--- src/rtl/mem_responder_pkg.sv ---
// Shared types and constants for the memory responder.
package mem_responder_pkg;

   localparam int MEM_ADDR_W = 16;
   localparam int MEM_DATA_W = 16;
   localparam int WAIT_W     = 4;

   typedef enum logic [1:0] {
      ST_IDLE = 2'b00,
      ST_BUSY = 2'b01,
      ST_RESP = 2'b10
   } state_t;

endpackage

--- src/rtl/mem_responder_ram.sv ---
// Single-port synchronous word RAM; read data appears after the access edge.
module mem_responder_ram
   import mem_responder_pkg::*;
#(
   parameter int DEPTH_LOG2 = 8,
   parameter int DATA_W     = MEM_DATA_W
) (
   input  logic                  clk,
   input  logic                  en,
   input  logic                  we,
   input  logic [DEPTH_LOG2-1:0] addr,
   input  logic [DATA_W-1:0]     wdata,
   output logic [DATA_W-1:0]     rdata
);

   logic [DATA_W-1:0] mem [0:(1<<DEPTH_LOG2)-1];

   // Array access; contents are deliberately not reset.
   always_ff @(posedge clk) begin
      if (en) begin
         if (we) begin
            mem[addr] <= wdata;
         end else begin
            rdata <= mem[addr];
         end
      end
   end

endmodule

--- src/rtl/mem_responder.sv ---
// Memory-side responder: accept one request, wait, access RAM, hold response.
//
// state   | meaning
// --------+-----------------------------------------------------------
// IDLE    | ready for a request; req_ready high
// BUSY    | request captured, counting wait states; access at count 0
// RESP    | response held on rsp_* until rsp_ready
module mem_responder
   import mem_responder_pkg::*;
#(
   parameter int ADDR_W      = MEM_ADDR_W,
   parameter int DATA_W      = MEM_DATA_W,
   parameter int DEPTH_LOG2  = 8,
   parameter int WAIT_CYCLES = 2
) (
   input  logic              clk,
   input  logic              rst_n,
   input  logic              req_valid,
   output logic              req_ready,
   input  logic              req_write,
   input  logic [ADDR_W-1:0] req_addr,
   input  logic [DATA_W-1:0] req_wdata,
   output logic              rsp_valid,
   input  logic              rsp_ready,
   output logic [DATA_W-1:0] rsp_rdata,
   output logic              rsp_err
);

   localparam logic [WAIT_W-1:0] WAIT_LOAD = WAIT_W'(WAIT_CYCLES);

   state_t              state;
   state_t              state_nxt;
   logic [WAIT_W-1:0]   cnt;
   logic                cap_write;
   logic [ADDR_W-1:0]   cap_addr;
   logic [DATA_W-1:0]   cap_wdata;
   logic                addr_oob;
   logic                accept;
   logic                access;
   logic                rsp_done;
   logic                rsp_err_q;
   logic                rsp_rd_q;
   logic                ram_en;
   logic [DATA_W-1:0]   ram_rdata;

   assign accept   = (state == ST_IDLE) && req_valid;
   assign access   = (state == ST_BUSY) && (cnt == '0);
   assign rsp_done = (state == ST_RESP) && rsp_ready;

   // Anything above the implemented depth is out of range; full-depth builds never err.
   generate
      if (DEPTH_LOG2 < ADDR_W) begin : g_oob
         assign addr_oob = |cap_addr[ADDR_W-1:DEPTH_LOG2];
      end else begin : g_no_oob
         assign addr_oob = 1'b0;
      end
   endgenerate

   // State register.
   always_ff @(posedge clk or negedge rst_n) begin
      if (!rst_n) begin
         state <= ST_IDLE;
      end else begin
         state <= state_nxt;
      end
   end

   // Next-state logic; unknown encodings fall back to IDLE.
   always_comb begin
      state_nxt = state;
      case (state)
         ST_IDLE: if (req_valid)     state_nxt = ST_BUSY;
         ST_BUSY: if (cnt == '0)     state_nxt = ST_RESP;
         ST_RESP: if (rsp_ready)     state_nxt = ST_IDLE;
         default:                    state_nxt = ST_IDLE;
      endcase
   end

   // Wait-state down-counter, loaded on accept.
   always_ff @(posedge clk or negedge rst_n) begin
      if (!rst_n) begin
         cnt <= '0;
      end else if (accept) begin
         cnt <= WAIT_LOAD;
      end else if ((state == ST_BUSY) && (cnt != '0)) begin
         cnt <= cnt - 1'b1;
      end
   end

   // Request capture so later changes on req_* are ignored.
   always_ff @(posedge clk or negedge rst_n) begin
      if (!rst_n) begin
         cap_write <= 1'b0;
         cap_addr  <= '0;
         cap_wdata <= '0;
      end else if (accept) begin
         cap_write <= req_write;
         cap_addr  <= req_addr;
         cap_wdata <= req_wdata;
      end
   end

   // Response flags set on the access edge and cleared on the handshake.
   always_ff @(posedge clk or negedge rst_n) begin
      if (!rst_n) begin
         rsp_err_q <= 1'b0;
         rsp_rd_q  <= 1'b0;
      end else if (access) begin
         rsp_err_q <= addr_oob;
         rsp_rd_q  <= !cap_write && !addr_oob;
      end else if (rsp_done) begin
         rsp_err_q <= 1'b0;
         rsp_rd_q  <= 1'b0;
      end
   end

   // Out-of-range requests never enable the array, so writes cannot alias.
   assign ram_en = access && !addr_oob;

   mem_responder_ram #(
      .DEPTH_LOG2 (DEPTH_LOG2),
      .DATA_W     (DATA_W)
   ) u_ram (
      .clk   (clk),
      .en    (ram_en),
      .we    (cap_write),
      .addr  (cap_addr[DEPTH_LOG2-1:0]),
      .wdata (cap_wdata),
      .rdata (ram_rdata)
   );

   // The RAM output register holds until the next access, which cannot
   // happen before the handshake, so it serves as the held read data.
   assign req_ready = (state == ST_IDLE);
   assign rsp_valid = (state == ST_RESP);
   assign rsp_err   = rsp_valid && rsp_err_q;
   assign rsp_rdata = (rsp_valid && rsp_rd_q) ? ram_rdata : '0;

endmodule
--- config.mk ---
export PLATFORM = sky130hd
export DESIGN_NAME = mem_responder
export DESIGN_NICKNAME = d
export VERILOG_FILES = /design/src/rtl/mem_responder_pkg.sv /design/src/rtl/mem_responder_ram.sv /design/src/rtl/mem_responder.sv
export SDC_FILE = /design/constraint.sdc
export NUM_CORES = 2
export LEC_CHECK = 0
export ABC_AREA = 0
export CAP_MARGIN = 20
export CELL_PAD_IN_SITES_DETAIL_PLACEMENT = 1
export CELL_PAD_IN_SITES_GLOBAL_PLACEMENT = 2
export CORE_MARGIN = 8
export CORE_UTILIZATION = 30
export DETAILED_ROUTE_END_ITERATION = 10
export PLACE_DENSITY = 0.61
export RECOVER_POWER = 100
export SLEW_MARGIN = 20
export SYNTH_ARGS = -nofsm -noshare
export SYNTH_HDL_FRONTEND = slang
export SYNTH_SLANG_ARGS = --single-unit
--- constraint.sdc ---
create_clock -name clk -period 4.5 [get_ports clk]
set_clock_uncertainty 0.2 [all_clocks]
set_input_delay 0.9 -clock clk [delete_from_list [all_inputs] [get_ports clk]]
set_output_delay 0.9 -clock clk [all_outputs]
set_load 0.01 [all_outputs]
==> flow_summary.toml <==
[logic_synthesis]
yosysMostFrequentCell = "edfxtp_1"
synth_top_area_share = 0.786
syn_area_mm2 = 0.157
synth_cell_types = 33
synthArstFlopShare = 0.00987
syn-num-nets = 6943
synth_top_cell_by_area = "edfxtp_1"
synth_area_per_cell_um2 = 22.8
synth-edff-count = 4112
ys_warn_count = 0
seq_area_frac_synth = 0.792
synth_seq_cells = 4153
synthCells = 6905
synth_ff_type = "edfxtp_1"
netlist_top_cells_area = "edfxtp_1, mux4_2, a22oi_1"
synth_commonest_cells = "edfxtp_1, mux4_2, a22oi_1"

[sta]
tns_ns = 0
rsz0062_at_grt = "false"
setup_violations = 0
worst_pin_slew_ns = 3.06
drv_slew = 1852
period_needed_ns = 4.50
maxSlewHeadroom = -1.04
hold_viol = 0
fmax_mhz = 222
layout_worst_path_cycle_share = 0.999

[power_and_ir_drop]
vdd_drop_max_uv = 479
switching_share = 0.321
power_frac_comb = 0.279
clock_power_share = 0.297
p_int_uw = 80200
netSwitchingPower_uw = 37800
leakage_uw = 0.0566
seqPwrFrac = 0.424
p_per_area_mw_per_mm2 = 640

[status]
status = "finished with violations"
violations = "capacitance limit, slew limit"

[finish]
seqCellArea_mm2 = 0.125
multi_input_area_mm2 = 0.0312
fin_util = 0.353
drive_above_1_share = 0.286
area_delta_synth_final_pct = 17.4
layout.nets = 7758
n_fill_cell = 51100

[worst_setup_path]
cpMaxStageDelayCell = "nand2_1"
critical_path_buf_inv_count = 3
cp_top_family = "simple AND/OR/NAND/NOR gates"
crit_top_cell = "and4_1"
r2r-end = "u_ram.mem[97][10]"
reg2reg_from = "cnt[0]"
critPathMaxFanout = 16
r2r_cells = 9
crit_start = "cnt[0]"
crit_type = "reg -> reg"
path_cells = "inv_1, ha_1, nor3b_1, and4_1, and4_1, nand2_1, clkbuf_1, nor2_1, clkbuf_2"
crit_required_ns = 4.91
start_kind = "flop"
arrival_ns = 4.91
cp_slowest_stage_delay_ns = 0.76
end_kind = "flop"
rrSetupSlack_ns = 0.004

[route]
drc = 0
drt_iter0_markers = 8728
ant_nets = 0
num_vias = 77100
drtPass1Iterations = 5
routed_wirelength_mm = 460
via_per_inst = 5.10
wire_per_inst_um = 30.4

[worst_hold_path]
hold_class = "reg -> reg"
min_path_cells = 2
hold_end = "cap_addr[10]"
hp-start = "cap_addr[10]"

[clock_network]
cts_made_buffers = 436
cts_tree = "built"
clkTransAtPathRegs_ns = 0.06
clk_path_buf_depth = 4
cts_sinks = 4153
cts-root-buf = "clkbuf_16"
htreeDepth = 5
post_cts_buffers = 0
insertion_delay_ns = 0.98

[grt]
grt_max_degree = 129
antenna_found_initial = 28
first_global_vias = 80600
overflow = 0
grt_pass1_wl_mm = 641
grt_usage = 0.162

[floorplanning]
io_pins = 56
start_util = 0.300
row_count = 266
dieArea_mm2 = 0.547
die_h_um = 740
die_w_um = 740
coreArea_mm2 = 0.523

[place]
port_buffers = 55
place_hpwl_mm = 283
gp_congestion = 0.800

[run]
max-cap-violations = 29
kinds of logic after synthesis:
logic type                 after synthesis  synth area share
DFF                                   4153             0.792
muxes                                 1024             0.147
AOI/OAI and AO/OA                      838            0.0364
and+or+nand+nor                        458            0.0120
buffers and inverters                  428            0.0125
xor gates and xnor gates                 3          0.000167
adders and majority gates                1         0.0000796
power by group through the flow:
stage	combinational, uW	clock (uW)	sequential (uW)
global placement	33100	0	50600
detailed placement	33700	0	50800
finish	32900	35000	50100
CTS	33800	35800	49900
global route	34800	37100	50200
floorplan	16300	0	52600
metal layers:
metal | up-vias | wire length [um] | global-route usage
li1 | 31400 | - | -
met1 | 42600 | 192000 | 0.220
met5 | - | 13 | 0
met3 | 571 | 29700 | 0.0247
met2 | 2547 | 226000 | 0.271
met4 | 2 | 12400 | 0.0436
per-stage QoR:
stage	cell area, um2	total power, uW	cells	hold WS (ns)	setup slack [ns]
final	184000	118000	15100	0.274	0.00450
after global routing	184000	122000	15100	0.238	0.00543
after CTS	186000	120000	15100	0.189	0.0732
after detailed placement	172000	84500	14200	0.265	-0.0824
after global placement	172000	83700	14200	0.265	-0.612
after floorplan	157000	68800	6905	0.246	0.313
worst register-to-register path: stages (launching register included):
cell      delay (ns)
dfrtp_1         0.38
inv_1           0.09
ha_1            0.17
nor3b_1         0.31
and4_1          0.56
and4_1          0.36
nand2_1         0.76
clkbuf_1        0.59
nor2_1          0.20
clkbuf_2        0.50
how the worst max path moves through the flow:
| stage | to | slack [ns] | cells after the start |
|---|---|---|---|
| 6_report | u_ram.mem[97][10] | 0.004 | 9 |
| 2_1_floorplan | u_ram.mem[0][0] | 0.31 | 0 |
| 4_1_cts | u_ram.rdata[13] | 0.07 | 8 |
| 3_5_place_dp | u_ram.rdata[13] | -0.08 | 8 |
| 3_3_place_gp | u_ram.rdata[15] | -0.61 | 7 |
| 5_1_grt | u_ram.mem[97][1] | 0.005 | 9 |
sequential cells by signal, indices dropped and copies added (netlist names):
name	cells
cap_wdata	16
rsp_err_q	1
rsp_rd_q	1
u_ram.rdata	16
cap_write	1
state	2
cnt	4
cap_addr	16
u_ram.mem	4096
layout by cell type, fill, tap and decap left out, drive strengths merged, types with 2 or more instances in the layout:
cell type / count
nor2: 264
and2: 4
dlygate4sd3: 18
inv: 17
nand4: 17
mux4: 1024
clkinv: 209
a21oi: 257
and4: 2
nand3: 9
o21ai: 3
edfxtp: 4112
clkdlybuf4s50: 37
dfrtp: 41
diode: 52
and3: 16
o41ai: 64
xor2: 2
bufinv: 35
nand2: 127
buf: 359
clkbuf: 916
nor4: 4
a22oi: 512
nand2b: 2
nor2b: 8
clkinvlp: 15
repair_timing:
| action | in CTS | in global routing |
|---|---|---|
| endpoints found under the setup margin | 1 | 1 |
| hold endpoints to repair | 33 | 0 |
| gates resized for setup | 1 | 1 |
| hold buffers | 1 | 0 |
cell type report:
cell class | instances | area share
Antenna cell | 52 | 0.000705
Sequential cell | 4153 | 0.675
Inverter | 5 | 0.000102
Multi-Input combinational cell | 2324 | 0.169
Tap cell | 6968 | 0.0473
Clock inverter | 271 | 0.0135
Timing Repair Buffer | 800 | 0.0333
Clock buffer | 530 | 0.0614
Note: power is estimated with default switching activity, not from simulation.
